$ cat config.mk
export PLATFORM = sky130hd
export DESIGN_NAME = ram_port_arbiter
export DESIGN_NICKNAME = d
export VERILOG_FILES = /design/src/rtl/ram_port_arbiter.sv
export SDC_FILE = /design/constraint.sdc
export NUM_CORES = 1
export LEC_CHECK = 0
export BUFFER_PORTS_ARGS = -buffer_cell sky130_fd_sc_hd__buf_2
export CAP_MARGIN = 5
export CORE_MARGIN = 10
export CORE_UTILIZATION = 44
export CTS_BUF_LIST = sky130_fd_sc_hd__clkbuf_4 sky130_fd_sc_hd__clkbuf_8
export CTS_CLUSTER_DIAMETER = 150
export CTS_CLUSTER_SIZE = 16
export DETAILED_ROUTE_END_ITERATION = 12
export GPL_ROUTABILITY_DRIVEN = 0
export PLACE_DENSITY = 0.95
export SYNTH_ARGS = -nofsm -noshare
export SYNTH_HDL_FRONTEND = slang
export SYNTH_SLANG_ARGS = --single-unit
$ cat constraint.sdc
create_clock -name Clk -period 2.5 [get_ports Clk]
set_clock_uncertainty 0.1 [all_clocks]
set_input_delay 0.5 -clock Clk [delete_from_list [all_inputs] [get_ports Clk]]
set_output_delay 0.5 -clock Clk [all_outputs]
set_load 0.05 [all_outputs]
$ cat src/rtl/ram_port_arbiter.sv
`default_nettype none
// ============================================================================
// Module      : ram_port_arbiter
// Description : Shares one single-port sync-read RAM between the CPU datapath
//               (port 0) and the program loader/debug port (port 1).
//               Req/Gnt/Ack handshake per port, round-robin arbitration and
//               bounded bursts. Drives CpuStall while the CPU waits for the RAM.
//               Optional build macro: ARB_FIXED_PRIORITY_EN (loader always wins
//               and is never preempted).
// Revision    : 1.0 - initial release
// ============================================================================
module ram_port_arbiter #(
    parameter int ADDR_WIDTH = 8,
    parameter int DATA_WIDTH = 16,
    parameter int MAX_BURST  = 4
) (
    input  logic                  Clk,
    input  logic                  Rst,
    input  logic [1:0]            Req,
    input  logic [1:0]            We,
    input  logic [ADDR_WIDTH-1:0] Addr0,
    input  logic [ADDR_WIDTH-1:0] Addr1,
    input  logic [DATA_WIDTH-1:0] WData0,
    input  logic [DATA_WIDTH-1:0] WData1,
    output logic [1:0]            Gnt,
    output logic [1:0]            Ack,
    output logic [DATA_WIDTH-1:0] RData,
    output logic                  CpuStall,
    output logic [ADDR_WIDTH-1:0] RamAddr,
    output logic                  RamWe,
    output logic [DATA_WIDTH-1:0] RamWData,
    input  logic [DATA_WIDTH-1:0] RamRData
);

    localparam int CNT_W = $clog2(MAX_BURST + 1);

    typedef enum logic [1:0] {
        ST_IDLE = 2'd0,
        ST_OWN0 = 2'd1,
        ST_OWN1 = 2'd2
    } state_t;

    state_t                r_state;
    state_t                w_state_nxt;
    logic [1:0]            r_gnt;
    logic [CNT_W-1:0]      r_burst_cnt;
    logic [CNT_W-1:0]      w_burst_nxt;
    logic [CNT_W-1:0]      w_burst_inc;
    logic                  r_last_owner;
    logic                  w_last_nxt;
    logic                  w_win;
    logic [1:0]            r_ack;
    logic                  r_ack_rd;
    logic [DATA_WIDTH-1:0] r_rdata;
    logic                  w_owner;
    logic                  w_acc;
    logic                  w_other_req;
    logic                  w_may_preempt;

    // Owner select; an idle arbiter points the RAM at port 0 with writes off
    assign w_owner     = r_gnt[1];
    assign w_acc       = Req[w_owner] & r_gnt[w_owner];
    assign w_other_req = Req[~w_owner];
    assign w_burst_inc = r_burst_cnt + CNT_W'(1);

`ifdef ARB_FIXED_PRIORITY_EN
    // Only the CPU can lose the RAM at the burst limit
    assign w_may_preempt = ~w_owner;
`else
    assign w_may_preempt = 1'b1;
`endif

    assign Gnt      = r_gnt;
    assign Ack      = r_ack;
    assign CpuStall = Req[0] & ~r_gnt[0];
    assign RamAddr  = w_owner ? Addr1  : Addr0;
    assign RamWData = w_owner ? WData1 : WData0;
    assign RamWe    = w_acc & We[w_owner];

    // RAM output register already aligns read data with Ack; hold it afterwards
    assign RData = (r_ack_rd && (r_ack != 2'b00)) ? RamRData : r_rdata;

    // Next-state, burst counting and winner selection
    always_comb begin
        w_state_nxt = r_state;
        w_burst_nxt = r_burst_cnt;
        w_last_nxt  = r_last_owner;
        w_win       = 1'b0;
        case (r_state)
            ST_IDLE: begin
                if (Req != 2'b00) begin
`ifdef ARB_FIXED_PRIORITY_EN
                    w_win = Req[1];
`else
                    w_win = (Req == 2'b11) ? ~r_last_owner : Req[1];
`endif
                    w_state_nxt = w_win ? ST_OWN1 : ST_OWN0;
                    w_burst_nxt = '0;
                    w_last_nxt  = w_win;
                end
            end
            ST_OWN0, ST_OWN1: begin
                if (!Req[w_owner]) begin
                    w_state_nxt = ST_IDLE;
                end else if (w_burst_inc == CNT_W'(MAX_BURST)) begin
                    w_burst_nxt = '0;
                    if (w_other_req && w_may_preempt) begin
                        w_state_nxt = ST_IDLE;
                    end
                end else begin
                    w_burst_nxt = w_burst_inc;
                end
            end
            default: begin
                w_state_nxt = ST_IDLE;
            end
        endcase
    end

    // State, grant and burst registers
    always_ff @(posedge Clk or posedge Rst) begin
        if (Rst) begin
            r_state      <= ST_IDLE;
            r_gnt        <= 2'b00;
            r_burst_cnt  <= '0;
            r_last_owner <= 1'b1;
        end else begin
            r_state      <= w_state_nxt;
            r_gnt        <= {w_state_nxt == ST_OWN1, w_state_nxt == ST_OWN0};
            r_burst_cnt  <= w_burst_nxt;
            r_last_owner <= w_last_nxt;
        end
    end

    // One Ack per accepted access, issued the following cycle; capture read data
    always_ff @(posedge Clk or posedge Rst) begin
        if (Rst) begin
            r_ack    <= 2'b00;
            r_ack_rd <= 1'b0;
            r_rdata  <= '0;
        end else begin
            r_ack    <= {w_acc & w_owner, w_acc & ~w_owner};
            r_ack_rd <= w_acc & ~We[w_owner];
            if (r_ack_rd && (r_ack != 2'b00)) begin
                r_rdata <= RamRData;
            end
        end
    end

endmodule
`default_nettype wire

==> reports/results.txt, run 1 <==
CP Depth: 3
Yosys top cell by area: dfrtp_1
max capacitance violation total: 0
drt pass-1 iters: 4
CP Class: register to primary output
Final #Nets: 316
H-tree levels: 1
Num CTS Buffers: 3
Switching Share: 55.7%
area growth from synthesis to layout: 43.0%
RSZ-0062 raised after global routing: false
Row Count: 21
Worst Hold Class: input port to asynchronous set/reset pin
GR Overflow Total: 0
switching power: 1.56 mW
die area: 6190 sq um
Initial Util: 45.4%
proportion of power drawn by the clock network: 6.6%
Resized Gates After CTS: 0
first-pass GRT wire length: 7610 um
crit path buf inv count: 2
vias per cell: 4.77
synth top area cells: dfrtp_1 (43%), mux2_2 (30%), ha_1 (3.3%), inv_1 (2.0%), dfstp_2 (1.7%)
crit share post-route: 92.7%
port bufs: 115
Reg area: 677 sq um
minimum clock period after layout: 2.32 ns
Top FF cell, synth: dfrtp_1
Ys Warns: 0
net count after synthesis: 198
Lkg Pwr: 1.14 nW
vias in the first global route: 1565
Flop pwr share: 25.5%
setup TNS: 0 ns
Slowest cell on crit path: dfrtp_1
Clk Latency, worst-skew pair: 0.33 ns
Finished Core Util: 64.9%
drt drc: 0
Multi-input gate area: 773 sq um
Setup Buffers After CTS: 0
Total Wirelength: 4890 um
hpwl dp: 4160 um
root buf cell: clkbuf_4
worst-path cell chain: buf_4, mux2_2, buf_2
largest net degree at the start of global routing: 28
RR Startpoint: r_state[1]
Syn Inst Count: 124
most common cell in the synthesized netlist: mux2_2
Fill cells: 295
reg2reg path depth: 6
clk sink count: 27
Unique masters post-synth: 32
pins over their slew limit: 0
top cell type's share of synthesized area: 42.9%
gr usage total: 15.0%
final antenna-violating net count: 0
Final Hold Fails: 0
CP Max Fanout: 25
Data arrival, critical path: 1.72 ns
Worst setup SP type: register
layout cells sized above 1: 70.5%
Die Wd: 78.7 um
Reg-to-Reg End: r_burst_cnt[2]
Vias: 1369
Pwr per Cell Area: 1290 nW/um^2
routed length per instance: 17.0 um
Internal: 1.24 mW
Comb pwr share: 67.9%
n_diodes: 0
#FFs+latches synth: 27
clk slew on worst S/H paths: 0.14 ns
core footprint: 3340 sq um
num ports: 116
Slew @ Worst Pin: 0.495 ns
Slowest Stage Delay on Critical Path: 0.45 ns
Worst IR Drop VDD: 0.000885 V
Req. time, crit path: 1.90 ns
r2r setup slk: 0.60 ns
CP startpoint: Gnt[1]
CTS tree: built
commonest cells in the netlist: mux2_2 (40), dfrtp_1 (26), inv_1 (8), nand2_1 (6)
Post-synth EDFFs: 0
clk buf depth: 2
critical path endpoint: RamWData[14]
sequential fraction of the synthesis area: 44.7%
fmax: 432 MHz
status: complete, no violations
initial drt markers: 52
crit-path leading delay family: buffers and inverters
final setup vio count: 0
hold_buf cts: 0
synthesized area: 1520 sq um
Crit. End Element: primary output
syn_area_per_cell: 12.2 sq um
Slew headroom: 67.0%
Post-synth ARST share: 100%
Die H: 78.7 um
initial antenna violation count: 0
==> cells in the final DEF, fill, tap and decap left out, types with 3 or more instances in the layout <==
cell	count
buf_2	115
dfrtp_1	26
nand2b_1	3
inv_1	8
ha_1	4
clkbuf_4	3
nand2_1	6
mux2_2	40
o21ai_1	4
buf_4	3
nor2b_1	3
==> per-stage QoR <==
stage                     setup slack [ns]  hold WS, ns  instances  cell area (sq um)  total power, mW
after global routing                0.0983        0.129        287               2170             2.95
after detailed placement             0.458        0.380        283               2140             2.64
final                                0.183        0.103        287               2170             2.80
after global placement               0.519        0.375        283               2140             2.60
after floorplan                      0.258        0.385        124               1520             2.23
after CTS                            0.169        0.110        287               2170             2.83
==> worst register-to-register path: stages (launching register included) <==
cell,delay (ns)
dfrtp_1,0.46
inv_1,0.07
ha_1,0.41
or3b_1,0.37
o221ai_1,0.19
o21ai_1,0.13
o21ai_1,0.09
==> worst min-delay path by stage <==
stage | cells past startpoint | to | start | slack (ns)
6_report | 3 | r_rdata[5] | Rst | 0.10
4_1_cts | 3 | Gnt[1] | Rst | 0.11
5_1_grt | 3 | r_rdata[10] | Rst | 0.13
2_1_floorplan | 2 | r_burst_cnt[1] | r_burst_cnt[1] | 0.39
3_5_place_dp | 1 | r_rdata[11] | r_rdata[11] | 0.38
3_3_place_gp | 1 | r_rdata[2] | r_rdata[2] | 0.37
==> area by class of cell <==
cell class / count / share of cell area (%)
repair buffers: 118 / 27.6
flip-flops and latches: 27 / 31.2
well taps: 46 / 2.66
clock inverters: 1 / 0.231
inverters: 9 / 1.56
multi-input cells: 83 / 35.7
clock buffers: 3 / 1.04
==> routing by layer <==
metal  up-vias  part of all wire, %  GRT usage (%)
met2        12                   65           31.5
met1       673                   33           14.6
met3         5                  1.0           1.82
met5         -                    0              0
met4         0                  1.0           4.30
li1        679                    -              -
==> power groups by stage <==
stage	clock, mW	combinational [mW]	sequential [mW]
floorplan	0	1.46	0.772
global placement	0	1.88	0.714
detailed placement	0	1.91	0.727
CTS	0.190	1.92	0.716
global route	0.207	2.00	0.741
finish	0.185	1.90	0.715
==> registers in the layout, indices dropped and copies added, names as in the netlist <==
register / flops
r_burst_cnt: 3
r_rdata: 16
Ack: 2
r_last_owner: 1
r_ack_rd: 1
Gnt: 2
r_state: 2
==> cells by family (layout without fill, tap and decap cells) <==
| kind of cell | after synthesis | after routing | synth area share, % |
|---|---|---|---|
| adder cells (fa/ha/maj) | 4 | 4 | 3.30 |
| multiplexers | 41 | 41 | 30.4 |
| XOR/XNOR | 1 | 1 | 0.578 |
| AND/OR/NAND/NOR | 17 | 17 | 6.19 |
| AO/OA/AOI/OAI | 20 | 20 | 10.6 |
| flip-flops | 27 | 27 | 44.7 |
| buffers and inverters | 14 | 131 | 4.29 |
(Power assumes the default switching activity.)
==> inputs of run 2 (changes only) <==
==> constraint.sdc (replaced) <==
create_clock -name Clk -period 2.5 [get_ports Clk]
set_clock_uncertainty 0.1 [all_clocks]
set_input_delay 0.75 -clock Clk [delete_from_list [all_inputs] [get_ports Clk]]
set_output_delay 0.75 -clock Clk [all_outputs]
set_load 0.05 [all_outputs]
==> run 2 against run 1 <==
Compared with the run above: the flow now finishes with violations (setup timing); clock power increased by 9.7%; worst setup slack worse by 0.20 ns; worst hold slack improved by 0.25 ns; register-to-register slack worse by 0.03 ns; wire length rose by 19%; non-clock buffer count up 6; power increased by 15%; fmax shrank 7.9%; die area is the same; utilization up 6.7 points; global-route usage rose by 1.5 points; largest power group unchanged.
==> reports/results.txt, run 2 (synthesized netlist as in run 1, its figures left out) <==
Slew @ Worst Pin: 0.511 ns
max capacitance violation total: 0
Final Hold Fails: 0
Largest regs: r_rdata: 16 flops, r_burst_cnt: 3 flops
status: finished, violations left
port bufs: 115
Crit. End Element: primary output
pins over their slew limit: 0
setup slack after layout: -0.0171 ns
placed cell areas: 2160 sq um
layout cells sized above 1: 71.7%
Post-Layout Inst Area: 2390 sq um
RR Startpoint: r_state[0]
num ports: 116
Final #Nets: 322
Finished Core Util: 71.7%
Total Wirelength: 5810 um
failing checks: setup timing
fmax: 397 MHz
final setup vio count: 5
Num CTS Buffers: 3
H-tree levels: 1
initial drt markers: 74
Row Count: 21
most frequent cells in the layout: buf_2 (99), dfrtp_1 (26), mux2_2 (24), buf_6 (18), mux2_4 (16)
Die Wd: 78.7 um
initial antenna violation count: 0
die area: 6190 sq um
Fill cells: 256
GR Overflow Total: 0
Req. time, crit path: 1.65 ns
Data arrival, critical path: 1.67 ns
commonest non-fill, non-tap cell in the layout: buf_2
Die H: 78.7 um
crit share post-route: 101%
final antenna-violating net count: 0
Most flops, register: r_rdata
minimum clock period after layout: 2.52 ns
Vias: 1452
CP Max Fanout: 8
Worst Hold Class: input port to asynchronous set/reset pin
largest net degree at the start of global routing: 28
setup TNS: -0.0431 ns
Worst setup SP type: register
Slew headroom: 65.9%
n_diodes: 0
drt pass-1 iters: 5
reg2reg path depth: 6
clk sink count: 27
max FFs per register: 16
Reg-to-Reg End: r_burst_cnt[2]
RSZ-0062 raised after global routing: true
root buf cell: clkbuf_4
gr usage total: 16.5%
clk buf depth: 2
Pwr per Cell Area: 1350 nW/um^2
vias in the first global route: 1549
Worst IR Drop VDD: 0.00110 V
Clk Latency, worst-skew pair: 0.34 ns
drt drc: 0
first-pass GRT wire length: 8090 um
area growth from synthesis to layout: 57.8%
routed length per instance: 19.8 um
hpwl dp: 4250 um
r2r setup slk: 0.57 ns
Lkg Pwr: 1.30 nW
CP Class: register to primary output
clk slew on worst S/H paths: 0.14 ns
core footprint: 3340 sq um
Initial Util: 45.4%
vias per cell: 4.96
CTS tree: built
Design Power: 3.23 mW
==> run 2: cell types whose count changed in the layout (fill, tap and decap cells not counted), sizes merged <==
| cell | delta |
|---|---|
| clkbuf | +1 |
| buf | +6 |
| clkinv | -1 |
==> run 2: layout make-up <==
type                       instances  area, sq um  share of cell area [%]
clock buffer                       4         30.0                    1.26
inverter                           9         33.8                    1.41
multi-input combinational         83          835                    34.9
sequential                        27          677                    28.3
tap                               46         57.6                    2.41
timing repair buffer             124          758                    31.7
==> run 2: per-stage QoR <==
stage               worst slack [ns]  hold WS, ns  instances
finish                       -0.0171        0.353        293
global route                 -0.0747        0.379        293
global placement               0.133        0.373        286
detailed placement             0.120        0.380        286
floorplan                    0.00761        0.385        124
CTS                         -0.00538        0.361        291
==> run 2: layer usage <==
layer / GRT usage (%) / wire length [um] / up-vias
met5: 0 / 0 / -
met4: 5.73 / 126 / 0
met3: 2.28 / 123 / 13
met2: 34.2 / 3650 / 35
met1: 15.8 / 1910 / 715
li1: - / - / 689
==> run 2: worst max-delay path: stages, from the launching register on <==
cell and delay [ns]:
dfrtp_1 0.42, o21ai_2 0.21, buf_6 0.20, mux2_4 0.33, buf_6 0.16
==> run 2: report_power, final <==
group / total, mW / internal [mW] / switching [mW]
Combinational: 2.29 / 0.840 / 1.45
Clock: 0.203 / 0.0737 / 0.130
Sequential: 0.740 / 0.630 / 0.110
Total: 3.23 / 1.54 / 1.69
==> run 2: timing repair <==
action | 4_1_cts | 5_1_grt
hold buffers | 0 | 0
cloned | 1 | 0
setup endpoints to repair | 35 | 24
setup buffers | 0 | 2
resized for setup | 36 | 17
pin swaps | 1 | 1
==> run 2: how the worst max path moves through the flow <==
| stage | endpoint | startpoint | slack (ns) | cells after the start |
|---|---|---|---|---|
| final | RData[7] | Ack[1] | -0.02 | 4 |
| after global routing | RData[7] | Ack[1] | -0.07 | 4 |
| after CTS | RData[11] | Ack[0] | -0.005 | 4 |
| after detailed placement | RamWe | Req[0] | 0.12 | 6 |
| after global placement | RamWe | Req[0] | 0.13 | 6 |
| after floorplan | RData[10] | Ack[1] | 0.008 | 3 |
